### src/rtl/mem_port_arbiter.sv
// Round-robin arbiter funnelling NUM_PORTS requesters onto a single memory port.
// One transaction in flight at a time; each response is routed back to its granted port, or times out.
module mem_port_arbiter #(
  parameter int unsigned NUM_PORTS = 2,
  parameter int unsigned ADDR_W    = 32,
  parameter int unsigned DATA_W    = 32,
  parameter int unsigned TIMEOUT   = 255
) (
  input  logic                          clock,
  input  logic                          reset,
  input  logic [NUM_PORTS-1:0]          io_mReq_valid,
  output logic [NUM_PORTS-1:0]          io_mReq_ready,
  input  logic [NUM_PORTS*ADDR_W-1:0]   io_mReq_addr,
  input  logic [NUM_PORTS*DATA_W-1:0]   io_mReq_wdata,
  input  logic [NUM_PORTS*DATA_W/8-1:0] io_mReq_be,
  input  logic [NUM_PORTS-1:0]          io_mReq_we,
  output logic [NUM_PORTS-1:0]          io_mRsp_valid,
  output logic [NUM_PORTS*DATA_W-1:0]   io_mRsp_rdata,
  output logic [NUM_PORTS-1:0]          io_mRsp_err,
  output logic                          io_sReq_valid,
  input  logic                          io_sReq_ready,
  output logic [ADDR_W-1:0]             io_sReq_addr,
  output logic [DATA_W-1:0]             io_sReq_wdata,
  output logic [DATA_W/8-1:0]           io_sReq_be,
  output logic                          io_sReq_we,
  input  logic                          io_sRsp_valid,
  input  logic [DATA_W-1:0]             io_sRsp_rdata
);

  localparam int unsigned PTR_W = (NUM_PORTS > 1) ? $clog2(NUM_PORTS) : 1;
  localparam int unsigned BE_W  = DATA_W / 8;
  localparam int unsigned CNT_W = 16;

  localparam logic [1:0] ST_IDLE = 2'd0;
  localparam logic [1:0] ST_REQ  = 2'd1;
  localparam logic [1:0] ST_WAIT = 2'd2;

  logic [1:0]                state_q, state_d;
  logic [PTR_W-1:0]          rr_q, rr_d;
  logic [PTR_W-1:0]          grant_q, grant_d;
  logic [CNT_W-1:0]          cnt_q, cnt_d;
  logic [ADDR_W-1:0]         addr_q, addr_d;
  logic [DATA_W-1:0]         wdata_q, wdata_d;
  logic [BE_W-1:0]           be_q, be_d;
  logic                      we_q, we_d;
  logic                      sreq_valid_q, sreq_valid_d;
  logic [NUM_PORTS-1:0]      rsp_valid_q, rsp_valid_d;
  logic [NUM_PORTS*DATA_W-1:0] rsp_rdata_q, rsp_rdata_d;
  logic [NUM_PORTS-1:0]      rsp_err_q, rsp_err_d;

  logic                      arb_found;
  logic [PTR_W-1:0]          arb_idx;
  logic [PTR_W-1:0]          next_rr;
  logic                      timeout_hit;

  // First valid port searching upward from rr_q with wrap
  always_comb begin
    int unsigned idx;
    arb_found = 1'b0;
    arb_idx   = rr_q;
    idx       = 0;
    for (int unsigned i = 0; i < NUM_PORTS; i++) begin
      idx = (32'(rr_q) + i) % NUM_PORTS;
      if (!arb_found && io_mReq_valid[PTR_W'(idx)]) begin
        arb_found = 1'b1;
        arb_idx   = PTR_W'(idx);
      end
    end
  end

  // Accept is combinational and only offered while idle
  always_comb begin
    io_mReq_ready = '0;
    if (state_q == ST_IDLE && arb_found && !reset) begin
      io_mReq_ready[arb_idx] = 1'b1;
    end
  end

  assign next_rr     = (grant_q == PTR_W'(NUM_PORTS - 1)) ? '0 : grant_q + PTR_W'(1);
  // Fires on the last counted cycle so the registered error lands as the counter reaches TIMEOUT
  assign timeout_hit = (cnt_q == CNT_W'(TIMEOUT - 1));

  always_comb begin
    state_d      = state_q;
    rr_d         = rr_q;
    grant_d      = grant_q;
    cnt_d        = cnt_q;
    addr_d       = addr_q;
    wdata_d      = wdata_q;
    be_d         = be_q;
    we_d         = we_q;
    sreq_valid_d = sreq_valid_q;
    rsp_valid_d  = '0;
    rsp_rdata_d  = '0;
    rsp_err_d    = '0;
    case (state_q)
      ST_IDLE: begin
        if (arb_found) begin
          grant_d      = arb_idx;
          addr_d       = io_mReq_addr[32'(arb_idx)*ADDR_W +: ADDR_W];
          wdata_d      = io_mReq_wdata[32'(arb_idx)*DATA_W +: DATA_W];
          be_d         = io_mReq_be[32'(arb_idx)*BE_W +: BE_W];
          we_d         = io_mReq_we[arb_idx];
          sreq_valid_d = 1'b1;
          state_d      = ST_REQ;
        end
      end
      ST_REQ: begin
        if (io_sReq_ready) begin
          sreq_valid_d = 1'b0;
          cnt_d        = '0;
          state_d      = ST_WAIT;
        end
      end
      ST_WAIT: begin
        cnt_d = cnt_q + CNT_W'(1);
        if (io_sRsp_valid) begin
          rsp_valid_d[grant_q]                         = 1'b1;
          rsp_rdata_d[32'(grant_q)*DATA_W +: DATA_W]   = io_sRsp_rdata;
          rr_d                                         = next_rr;
          state_d                                      = ST_IDLE;
        end else if (timeout_hit) begin
          rsp_valid_d[grant_q] = 1'b1;
          rsp_err_d[grant_q]   = 1'b1;
          rr_d                 = next_rr;
          state_d              = ST_IDLE;
        end
      end
      default: begin
        state_d      = ST_IDLE;
        sreq_valid_d = 1'b0;
      end
    endcase
  end

  always_ff @(posedge clock or posedge reset) begin
    if (reset) begin
      state_q      <= ST_IDLE;
      rr_q         <= '0;
      grant_q      <= '0;
      cnt_q        <= '0;
      addr_q       <= '0;
      wdata_q      <= '0;
      be_q         <= '0;
      we_q         <= 1'b0;
      sreq_valid_q <= 1'b0;
      rsp_valid_q  <= '0;
      rsp_rdata_q  <= '0;
      rsp_err_q    <= '0;
    end else begin
      state_q      <= state_d;
      rr_q         <= rr_d;
      grant_q      <= grant_d;
      cnt_q        <= cnt_d;
      addr_q       <= addr_d;
      wdata_q      <= wdata_d;
      be_q         <= be_d;
      we_q         <= we_d;
      sreq_valid_q <= sreq_valid_d;
      rsp_valid_q  <= rsp_valid_d;
      rsp_rdata_q  <= rsp_rdata_d;
      rsp_err_q    <= rsp_err_d;
    end
  end

  assign io_sReq_valid = sreq_valid_q;
  assign io_sReq_addr  = addr_q;
  assign io_sReq_wdata = wdata_q;
  assign io_sReq_be    = be_q;
  assign io_sReq_we    = we_q;
  assign io_mRsp_valid = rsp_valid_q;
  assign io_mRsp_rdata = rsp_rdata_q;
  assign io_mRsp_err   = rsp_err_q;

endmodule

### config.mk
export PLATFORM = sky130hd
export DESIGN_NAME = mem_port_arbiter
export DESIGN_NICKNAME = d
export VERILOG_FILES = /design/src/rtl/mem_port_arbiter.sv
export SDC_FILE = /design/constraint.sdc
export NUM_CORES = 1
export LEC_CHECK = 0
export ABC_AREA = 1
export BUFFER_PORTS_ARGS = -buffer_cell sky130_fd_sc_hd__buf_2
export CORE_AREA = 2 2 124 126
export DETAILED_ROUTE_END_ITERATION = 6
export DIE_AREA = 0 0 126 128
export PLACE_DENSITY = 0.76
export SYNTH_ARGS = -nofsm -noshare
export SYNTH_HDL_FRONTEND = slang
export SYNTH_SLANG_ARGS = --single-unit
### constraint.sdc
create_clock -name clock -period 13.54 [get_ports clock]
set_clock_uncertainty 0.15 [all_clocks]
set_input_delay 4.062 -clock clock [delete_from_list [all_inputs] [get_ports clock]]
set_output_delay 4.062 -clock clock [all_outputs]
set_load 0.005 [all_outputs]
==> results by stage <==
Run status:
- The flow ran to the end, and the final reports show no timing, DRC or antenna violations.

Clock tree:
- The number of buffers added for setup after CTS is 0.
- The number of sinks driven by the clock tree is 158.
- The clock buffer count from CTS is 17.
- TritonCTS built the clock tree.
- The clock latency at the later pin of the worst-skew pair is 0.42 ns.
- The deepest level of the CTS H-tree is 4.
- The number of gates resized after CTS was 0.
- Clock-pin slew was measured on the worst setup and hold paths at 0.06 ns.
- The longest clock path from root to sink contains 2 buffers.
- The master cell of the clock root buffer is sky130_fd_sc_hd__clkbuf_16.
- After clock tree synthesis, the flow added hold-fix buffers numbering 0.

Global routing:
- The overall global routing resource usage is 23.12%.
- The number of global-route vias before repair is 5603.
- The number of antenna violations at the first check in global routing is 1.
- The first global-routing pass estimated 29.08 mm of wire.
- For this run the aggregate overflow at the end of global routing stands at 0.
- The maximum number of pins on one net before global-route repair is 108.

Placement:
- The congestion estimate from routability-driven global placement came to 0.8792.
- The post-placement cell count is 1143.
- Buffers placed on the I/O ports in this run total 315.
- The half-perimeter wire length after placement is 13.74 mm.
- The instance area after placement is 7991 um2.
- Before CTS, the worst setup slack after placement is 4.082 ns.

Yosys:
- During synthesis, Yosys emitted a total of 0 warnings.
- The number of distinct library cells after synthesis is 26.
- The share of the Yosys chip area taken by registers is 62.30%.
- The synthesized design devotes to its leading area cell type 62.30% of total area.
- The flip-flop and latch count after synthesis is 158.
- The synthesized netlist net count is 849.
- Of all cell types, the one taking the most synthesized area is sky130_fd_sc_hd__dfrtp_1.
- The post-synthesis area per instance is 9.458 um2.
- The gate count of the mapped netlist is 671.
- In the post-synthesis netlist, the biggest area contributors are sky130_fd_sc_hd__dfrtp_1, sky130_fd_sc_hd__nor2_1, sky130_fd_sc_hd__o22ai_1.
- After synthesis the cells add up to 6346 um2.

Floorplanning:
- In this run the vertical extent of the chip is 128 um.
- The number of ports placed on the die boundary is 316.
- The initial utilization of the core area, before any placement, comes to 42.69%.
- The area of the core is 14860 um2.
- The die area is 16130 um2.
- The die width is 126 um.
- The floorplan row count is 45.

Timing:
- The maximum operating frequency is 0.1055 GHz.
- Setup repair after global routing left no endpoint under its margin.
- Hold timing on the final database bottoms out at a slack of 0.3228 ns.
- The slew at the pin closest to its max-slew limit is 1.187 ns.
- Of the available clock period, the critical path in the final layout requires 70.00%.
- For the final routed database, the setup TNS stands at 0 ns.
- The number of hold violations in the final report is 0.
- Measured against its own limit, the worst slew margin works out to 20.69%.
- The max-slew violation count is 0.
- The setup violation total in the final timing report is 0.
- Setup slack on the critical path of the routed design comes to 4.062 ns.
- The clock period minus final worst setup slack is 9.478 ns.

Critical path:
- The worst setup path is of the input port to primary output kind.
- Counting stages on the worst path, the most repeated cell is sky130_fd_sc_hd__buf_2.
- The largest single stage delay on the critical path is 0.62 ns.
- Walking the worst path, the cells encountered are buf_2 -> inv_1 -> o211ai_4 -> buf_4 -> nor2_1 -> buf_2.
- The required time of the critical path is 9.33 ns.
- In this run the worst path has a maximum fanout of 71.
- The worst setup path is launched from an input port.
- The arrival time of the worst setup path is 5.27 ns.
- The worst setup path is captured at a primary output.
- The worst register-to-register path has a setup slack of 11.05 ns.
- The cell with the biggest individual delay on the critical path is sky130_fd_sc_hd__buf_4.

Power and ir drop:
- The worst voltage drop across the vdd grid is 0.09435 mV.
- The power per cell area is 198.8 nW/um2.
- In this run the static leakage power is 4.574 nW.

Finish:
- The final layout net count is 1152.
- Summing all non-filler instances in the final layout gives an area of 8594 um2.
- The share of layout cells above drive strength 1 is 36.37%.
- The multi-input combinational cells in the finished layout cover a total of 1969 um2.
- The finished layout holds 1176 standard cells, fillers aside.
- The fill cell instance count of the final layout is 1334.
- The sequential cell area is 3954 um2.
- The synthesis-to-finish area growth is 35.43%.

Drt:
- The length of the first detailed-routing pass in iterations is 5.
- Detailed routing inserted a total of 5886 vias.
- The number of antenna-violating nets in the routed design is 0.
- The number of vias per cell after detailed routing is 5.005.
- The total wire length is 19.18 mm.
- In the final routed layout, each cell accounts on average for 16.31 um.
- In the routed design, unresolved DRC markers number 0.
- The iteration-0 DRC count of the detailed router is 407.

Min path:
- The path class of the tightest hold or removal check is flip-flop to flip-flop.

Job:
- The max-capacitance violation count is 0.
critical path, delay by kind of cell:
family | cells | cell delay, ns
buffers and inverters | 4 | 0.96
and+or+nand+nor | 1 | 0.07
AOI/OAI and AO/OA | 1 | 0.14
cells in the final DEF, fill, tap and decap left out:
cell / instances
sky130_fd_sc_hd__a21oi_1: 4
sky130_fd_sc_hd__a31oi_1: 1
sky130_fd_sc_hd__buf_2: 315
sky130_fd_sc_hd__buf_4: 4
sky130_fd_sc_hd__bufinv_16: 2
sky130_fd_sc_hd__clkbuf_1: 2
sky130_fd_sc_hd__clkbuf_16: 17
sky130_fd_sc_hd__clkbuf_8: 3
sky130_fd_sc_hd__clkinv_2: 1
sky130_fd_sc_hd__clkinv_4: 2
sky130_fd_sc_hd__clkinvlp_4: 2
sky130_fd_sc_hd__dfrtp_1: 158
sky130_fd_sc_hd__diode_2: 1
sky130_fd_sc_hd__ha_1: 2
sky130_fd_sc_hd__inv_1: 55
sky130_fd_sc_hd__inv_2: 3
sky130_fd_sc_hd__inv_6: 3
sky130_fd_sc_hd__inv_8: 1
sky130_fd_sc_hd__nand2_1: 60
sky130_fd_sc_hd__nand2_2: 1
sky130_fd_sc_hd__nand3_1: 21
sky130_fd_sc_hd__nand3_2: 1
sky130_fd_sc_hd__nand4_1: 5
sky130_fd_sc_hd__nor2_1: 168
sky130_fd_sc_hd__nor2_4: 2
sky130_fd_sc_hd__nor3_1: 65
sky130_fd_sc_hd__nor4_1: 1
sky130_fd_sc_hd__o211ai_4: 1
sky130_fd_sc_hd__o21ai_0: 13
sky130_fd_sc_hd__o21ai_1: 1
sky130_fd_sc_hd__o21ai_2: 1
sky130_fd_sc_hd__o22ai_1: 70
sky130_fd_sc_hd__xor2_1: 2
synthesized netlist by cell type, drive strengths merged:
| master | number |
|---|---|
| ha | 2 |
| xor2 | 2 |
| nand3 | 22 |
| nand4 | 5 |
| a31oi | 1 |
| nor4 | 1 |
| inv | 59 |
| nor3 | 65 |
| buf | 32 |
| o211ai | 1 |
| o21ai | 15 |
| nand2 | 61 |
| nor2 | 170 |
| dfrtp | 158 |
| a21oi | 4 |
| clkbuf | 3 |
| o22ai | 70 |
routing by layer:
layer  share of wire (%)  vias to the layer above  routed length (um)  track usage (%)
met5                   0                        -                   0                0
met4                 2.7                        0                 524            9.502
met3                 6.1                       40                1163            5.426
met2                  51                      215                9765            38.61
met1                  40                     2798                7729            29.20
li1                    -                     2833                   -                -
path summary, 6_finish.rpt:
path / from / endpoint / cells after the start
worst max-delay path: io_mReq_valid[0] / io_mReq_ready[1] / 6
worst min-delay path: io_sReq_valid / io_sReq_valid / 2
worst max register to register: state_q[1] / cnt_q[3] / 7
worst min register to register: io_sReq_valid / io_sReq_valid / 2
max in group asynchronous: reset / io_sReq_wdata[5] / 3
min in group asynchronous: reset / io_sReq_wdata[30] / 2
logic make-up (layout without fill, tap and decap cells):
family	after synthesis	count (layout)	share of synthesized area, %
AND/OR/NAND/NOR	324	324	21.47
flip-flops	158	158	62.30
buffers and inverters	94	410	6.802
AO/OA/AOI/OAI	91	91	8.754
adder cells (fa/ha/maj)	2	2	0.3943
XOR/XNOR	2	2	0.2761
other	0	1	0
stage by stage:
step           power, W  utilization (%)
4_1_cts        0.001721            57.80
6_report       0.001709            57.82
2_1_floorplan  0.001011                -
3_5_place_dp   0.001237            53.76
5_1_grt        0.001817            57.80
3_3_place_gp   0.001222            53.76
where the power goes:
part | switching [W] | internal, W | total (W) | leakage [nW]
logic | 0.000333 | 0.000208 | 0.000541 | 2.30
clock network | 0.000190 | 0.000289 | 0.000479 | 0.289
registers | 0.0000826 | 0.000606 | 0.000688 | 1.98
total | 0.000606 | 0.00110 | 0.00171 | 4.57
cell type report:
class | count | area share, %
Sequential cell | 158 | 46.00
Multi-Input combinational cell | 419 | 22.91
Timing Repair Buffer | 319 | 18.69
Clock buffer | 22 | 5.518
Tap cell | 188 | 2.737
Inverter | 59 | 2.635
Clock inverter | 10 | 1.470
Antenna cell | 1 | 0.02912
flip-flops by register name (all words and copies together), names as in the netlist:
| signal | cells |
|---|---|
| io_mRsp_rdata | 64 |
| io_sReq_addr | 32 |
| io_sReq_wdata | 32 |
| cnt_q | 16 |
| io_sReq_be | 4 |
| io_mRsp_err | 2 |
| io_mRsp_valid | 2 |
| state_q | 2 |
| grant_q | 1 |
| io_sReq_valid | 1 |
| io_sReq_we | 1 |
| rr_q | 1 |
(Power assumes the default switching activity.)
